File: src/rtl/booth_pkg.sv
// rtl/booth_pkg.sv - shared types and constants for the Booth multiplier sequencer
package booth_pkg;

    localparam int BOOTH_N_DEFAULT = 16;
    localparam int WDOG_MARGIN     = 16;

    typedef enum logic [2:0] {
        ST_IDLE   = 3'd0,
        ST_CLR    = 3'd1,
        ST_ISSUE  = 3'd2,
        ST_LOAD_M = 3'd3,
        ST_LOAD_Q = 3'd4,
        ST_WAIT   = 3'd5,
        ST_OUT    = 3'd6
    } seq_state_t;

endpackage

File: src/rtl/booth_operand_fifo.sv
// rtl/booth_operand_fifo.sv - operand-pair FIFO feeding the Booth sequencer
// Ports: clk, rst (sync active-high); push/din write side; pop/dout read side
// (dout is the current head); full, empty, count status.
module booth_operand_fifo
    import booth_pkg::*;
#(
    parameter int WIDTH = 2 * BOOTH_N_DEFAULT,
    parameter int DEPTH = 4
) (
    input  logic                       clk,
    input  logic                       rst,
    input  logic                       push,
    input  logic [WIDTH-1:0]           din,
    input  logic                       pop,
    output logic [WIDTH-1:0]           dout,
    output logic                       full,
    output logic                       empty,
    output logic [$clog2(DEPTH):0]     count
);

    localparam int AW = $clog2(DEPTH);

    logic [WIDTH-1:0] mem [DEPTH];
    logic [AW-1:0]    wr_ptr;
    logic [AW-1:0]    rd_ptr;
    logic             do_push;
    logic             do_pop;

    assign full    = (count == (AW + 1)'(DEPTH));
    assign empty   = (count == '0);
    assign do_push = push && !full;
    assign do_pop  = pop && !empty;
    assign dout    = mem[rd_ptr];

    always_ff @(posedge clk) begin
        if (do_push) begin
            mem[wr_ptr] <= din;
        end
    end

    // Pointers wrap naturally because DEPTH is a power of two.
    always_ff @(posedge clk) begin
        if (rst) begin
            wr_ptr <= '0;
            rd_ptr <= '0;
            count  <= '0;
        end else begin
            if (do_push) begin
                wr_ptr <= wr_ptr + AW'(1);
            end
            if (do_pop) begin
                rd_ptr <= rd_ptr + AW'(1);
            end
            case ({do_push, do_pop})
                2'b10:   count <= count + (AW + 1)'(1);
                2'b01:   count <= count - (AW + 1)'(1);
                default: count <= count;
            endcase
        end
    end

endmodule

File: src/rtl/booth_mul_sequencer.sv
// rtl/booth_mul_sequencer.sv - operand front-end and result back-end for the Booth core
// Ports: clk, rst (sync active-high); in_valid/in_ready/in_mcand/in_mplier operand
// input; core_clr/core_start/core_data_in/core_done/core_product core interface;
// out_valid/out_ready/out_product/out_error result output; busy status.
module booth_mul_sequencer
    import booth_pkg::*;
#(
    parameter int N           = BOOTH_N_DEFAULT,
    parameter int FIFO_DEPTH  = 4,
    parameter int WDOG_CYCLES = 4 * N + WDOG_MARGIN
) (
    input  logic             clk,
    input  logic             rst,
    input  logic             in_valid,
    output logic             in_ready,
    input  logic [N-1:0]     in_mcand,
    input  logic [N-1:0]     in_mplier,
    output logic             core_clr,
    output logic             core_start,
    output logic [N-1:0]     core_data_in,
    input  logic             core_done,
    input  logic [2*N-1:0]   core_product,
    output logic             out_valid,
    input  logic             out_ready,
    output logic [2*N-1:0]   out_product,
    output logic             out_error,
    output logic             busy
);

    localparam int CW = $clog2(FIFO_DEPTH) + 1;
    localparam int WW = $clog2(WDOG_CYCLES + 1);
    localparam logic [WW-1:0] WDOG_LAST = WW'(WDOG_CYCLES - 1);

    seq_state_t       state;
    logic             fifo_full;
    logic             fifo_empty;
    logic [CW-1:0]    fifo_count;
    logic [2*N-1:0]   fifo_dout;
    logic             fifo_pop;
    logic [N-1:0]     mplier_q;
    logic [WW-1:0]    wdog_cnt;
    logic             post_rst;

    assign in_ready = !fifo_full;
    assign fifo_pop = (state == ST_ISSUE);
    assign busy     = (state != ST_IDLE) || (fifo_count != '0);

    booth_operand_fifo #(
        .WIDTH (2 * N),
        .DEPTH (FIFO_DEPTH)
    ) u_fifo (
        .clk   (clk),
        .rst   (rst),
        .push  (in_valid && in_ready),
        .din   ({in_mcand, in_mplier}),
        .pop   (fifo_pop),
        .dout  (fifo_dout),
        .full  (fifo_full),
        .empty (fifo_empty),
        .count (fifo_count)
    );

    always_ff @(posedge clk) begin
        if (rst) begin
            state        <= ST_IDLE;
            core_clr     <= 1'b0;
            core_start   <= 1'b0;
            core_data_in <= '0;
            out_valid    <= 1'b0;
            out_product  <= '0;
            out_error    <= 1'b0;
            mplier_q     <= '0;
            wdog_cnt     <= '0;
            post_rst     <= 1'b1;
        end else begin
            // The core's state is unknown coming out of reset, so it gets one
            // clear pulse even before any operand arrives.
            post_rst   <= 1'b0;
            core_clr   <= post_rst;
            core_start <= 1'b0;

            case (state)
                ST_IDLE: begin
                    if (!fifo_empty) begin
                        state        <= ST_CLR;
                        core_clr     <= 1'b1;
                        core_data_in <= '0;
                    end
                end
                ST_CLR: begin
                    state      <= ST_ISSUE;
                    core_start <= 1'b1;
                end
                ST_ISSUE: begin
                    // Head is popped this cycle; mcand rides the bus register
                    // directly, mplier is kept for the following cycle.
                    core_data_in <= fifo_dout[2*N-1:N];
                    mplier_q     <= fifo_dout[N-1:0];
                    state        <= ST_LOAD_M;
                end
                ST_LOAD_M: begin
                    core_data_in <= mplier_q;
                    state        <= ST_LOAD_Q;
                end
                ST_LOAD_Q: begin
                    wdog_cnt <= '0;
                    state    <= ST_WAIT;
                end
                ST_WAIT: begin
                    wdog_cnt <= wdog_cnt + WW'(1);
                    // done is checked first so a result landing on the last
                    // watchdog cycle is still delivered.
                    if (core_done) begin
                        out_product <= core_product;
                        out_error   <= 1'b0;
                        out_valid   <= 1'b1;
                        state       <= ST_OUT;
                    end else if (wdog_cnt == WDOG_LAST) begin
                        out_product <= '0;
                        out_error   <= 1'b1;
                        out_valid   <= 1'b1;
                        state       <= ST_OUT;
                    end
                end
                ST_OUT: begin
                    if (out_ready) begin
                        out_valid <= 1'b0;
                        if (!fifo_empty) begin
                            state        <= ST_CLR;
                            core_clr     <= 1'b1;
                            core_data_in <= '0;
                        end else begin
                            state <= ST_IDLE;
                        end
                    end
                end
                default: state <= ST_IDLE;
            endcase
        end
    end

endmodule
File: config.mk
export PLATFORM = sky130hd
export DESIGN_NAME = booth_mul_sequencer
export DESIGN_NICKNAME = d
export VERILOG_FILES = /design/src/rtl/booth_pkg.sv /design/src/rtl/booth_operand_fifo.sv /design/src/rtl/booth_mul_sequencer.sv
export SDC_FILE = /design/constraint.sdc
export NUM_CORES = 1
export LEC_CHECK = 0
export CAP_MARGIN = 15
export CORE_ASPECT_RATIO = 0.9
export CORE_MARGIN = 3
export CORE_UTILIZATION = 58
export DETAILED_ROUTE_END_ITERATION = 12
export GPL_TIMING_DRIVEN = 0
export PLACE_DENSITY_LB_ADDON = 0.15
export SYNTH_ARGS = -nofsm -noshare
export SYNTH_HDL_FRONTEND = slang
export SYNTH_SLANG_ARGS = --single-unit
File: constraint.sdc
create_clock -name clk -period 7 [get_ports clk]
set_clock_uncertainty 0.1 [all_clocks]
set_input_delay 1.4 -clock clk [delete_from_list [all_inputs] [get_ports clk]]
set_output_delay 1.4 -clock clk [all_outputs]
set_load 0.03 [all_outputs]
==> flow_summary.toml <==
[clock_tree]
htreeDepth = 1
cts_root_buf = "clkbuf_16"
worstSkewPairLatency_ns = 0.51
clk_pin_slew_ns = 0.06
cts_buffers = 22
postCtsHoldBufs = 0
post_cts_resized = 0
cts_sinks = 216
cts_tree = "yes"
clockBufferDepth = 3
postCtsSetupBuffers = 0

[placed_design]
dp_hpwl_mm = 12.5
io_buffer_count = 122
dp_slack_ns = 3.45
place.gp.congestion = 0.805

[die]
core_area_mm2 = 0.0143
die_y_um = 122
die-area_mm2 = 0.0164
ios = 123
die_x_um = 135
start_util = 0.603
row_count = 41

[grt]
met3_usage = 0.0458
busiest_layer = "met2"
use_met1 = 0.327
use_met2 = 0.367
grt_max_degree = 33
antenna_found_initial = 0
grt.total_usage = 0.229
grt_overflow = 0
grt_pass1_wl_mm = 30.0
grt_pass1_vias = 5764

[setup_path]
critPathKind = "reg -> out"
cp_cell_sequence = "or3_1 > nor3_1 > nand2_1 > clkdlybuf4s50_1"
worstRegToRegCells = 9
cpLargestDelayFamily = "simple AND/OR/NAND/NOR gates"
critical-path-slowest-cell = "clkdlybuf4s50_1"
reg2reg_setup_slack_ns = 4.39
crit_buf_inv = 1
arrival_ns = 2.30
startpoint_type = "flip-flop"
cp.depth = 4
crit_required_ns = 5.50
crit_path_end_kind = "output port"
critPathMaxStageDelay_ns = 0.60
cp_max_fo = 5

[sta]
period_share = 0.543
finalSetupViolations = 0
slew_violations = 0
setup_slack_ns = 3.20
tns_ns = 0
hold_viol_final = 0
worstMarginPinSlew_ns = 0.973
slew_headroom = 0.352
holdWs_ns = 0.356
timing.fmax_ghz = 0.263
rsz0062_at_grt = "no"
fin_crit_ns = 3.80

[yosys]
synth_edf_count = 128
syn-instance-count = 600
synth_area_leaders = "edfxtp_1 (45%), dfxtp_1 (20%), mux4_2 (4.2%), a22o_1 (3.2%), nand2_1 (2.7%)"
yosys.cell_types.count = 54
synth_top_area_frac = 0.445
ys_ff_latch = 216
yosysTopAreaCell = "edfxtp_1"
netlist_area_mm2 = 0.00863
yosys_warnings = 0
syn_area_per_cell_um2 = 14.4
synth_nets = 676
synthArstFlopShare = 0
synth_top_flop_cell = "edfxtp_1"
ys_seq_area_frac = 0.650

[drt]
drtAntennaViolNets = 0
drt_iter0_drc = 393
via_per_inst = 5.85
firstDrtPassIters = 6
via_count = 5594
drc = 0
drt_wl_total_mm = 18.6
post_drt_wl_per_cell_um = 19.4

[final_layout]
drive_gt1_frac = 0.149
nNetsFinal = 823
area_growth_pct = 25.8
n_fill_cell = 883

[pwr]
finalPower_mw = 3.42
peakVddDrop_mv = 0.264
leakagePower_nw = 3.70
p_per_area_mw_per_mm2 = 315

[outcome]
status = "finished, final reports clean"

[worst_hold_path]
hp-class = "reg -> reg"
whs_path_depth = 2

[job]
max-cap-violations = 0
## tightest hold or removal path, delay by kind of cell, from the launching register on
| family | cells | cell delay (ns) |
|---|---|---|
| AO/OA/AOI/OAI | 1 | 0.04 |
| flip-flops | 1 | 0.32 |
| AND/OR/NAND/NOR | 1 | 0.07 |
## layer usage
metal | vias to the layer above | routed length, um
met3 | 20 | 1250
met2 | 220 | 9140
met1 | 2761 | 7950
met5 | - | 0
met4 | 0 | 218
li1 | 2593 | -
## placed cells by master, fill, tap and decap left out, drive strengths merged, types with 24 or more instances in the layout
master and count:
o21ai 24, dfxtp 88, edfxtp 128, a21oi 27, mux2i 32, clkbuf 42, a22o 32, nand2 62
buf 28, clkdlybuf4s50 122
## Yosys cell counts (6+ instances only)
| library cell | count |
|---|---|
| edfxtp_1 | 128 |
| dfxtp_1 | 88 |
| nand2_1 | 62 |
| a22o_1 | 32 |
| a21oi_1 | 26 |
| o21ai_0 | 24 |
| and3_1 | 22 |
| mux2i_1 | 22 |
| mux4_2 | 16 |
| nand2b_1 | 15 |
| nor2_1 | 14 |
| o221a_1 | 14 |
| clkbuf_1 | 12 |
| buf_2 | 10 |
| mux2i_4 | 10 |
| o221ai_2 | 10 |
| inv_1 | 9 |
| buf_4 | 8 |
| buf_6 | 7 |
| nand3_1 | 7 |
| ha_1 | 6 |
| o221ai_1 | 6 |
## logic make-up (layout without fill, tap and decap cells)
| kind of cell | count (synthesis) | after routing | share of synthesized area |
|---|---|---|---|
| compound gates | 126 | 126 | 0.117 |
| xor+xnor | 5 | 5 | 0.00508 |
| fa+ha+maj | 7 | 7 | 0.0110 |
| buf+inv | 50 | 213 | 0.0365 |
| flops | 216 | 216 | 0.650 |
| mux | 48 | 48 | 0.0934 |
| other cells | 0 | 1 | 0 |
| simple gates | 148 | 148 | 0.0872 |
## through the flow
stage	area, um2	cells	util
after global routing	10900	956	0.758
after floorplan	8630	600	-
after global placement	10100	915	0.705
final	10900	957	0.759
after CTS	10900	956	0.758
after detailed placement	10100	916	0.707
## flip-flops by register name, indices dropped and copies added, names as in the netlist, named ones only
register / count
core_start: 1
out_valid: 1
out_error: 1
mplier_q: 16
post_rst: 1
u_fifo.rd_ptr: 2
state: 3
wdog_cnt: 7
u_fifo.count: 3
out_product: 32
u_fifo.wr_ptr: 2
u_fifo.mem: 128
core_data_in: 16
core_clr: 1
## worst paths after layout
check,startpoint,to
max,u_fifo.count[0]$_SDFFE_PP0P_,busy
min,post_rst$_DFF_P_,core_clr$_SDFF_PP0_
max reg2reg,u_fifo.count[2]$_SDFFE_PP0P_,u_fifo.count[2]$_SDFFE_PP0P_
min reg2reg,post_rst$_DFF_P_,core_clr$_SDFF_PP0_
## area by class of cell
class | instances | area (um2) | area share
clock inverters | 10 | 113 | 0.0104
plain buffers | 39 | 274 | 0.0252
flip-flops and latches | 216 | 5610 | 0.516
repair buffers | 123 | 1240 | 0.114
clock buffers | 30 | 626 | 0.0576
diodes | 1 | 2.50 | 0.000230
multi-input cells | 334 | 2710 | 0.250
well taps | 193 | 241 | 0.0222
inverters | 11 | 41.3 | 0.00380
## where the power goes
group	switching [mW]	internal, mW	leakage, nW	total (mW)
clock network	0.464	0.703	0.362	1.17
logic	0.421	0.311	1.45	0.732
registers	0.0567	1.46	1.89	1.52
total	0.942	2.48	3.70	3.42
Note: power is estimated with default switching activity, not from simulation.
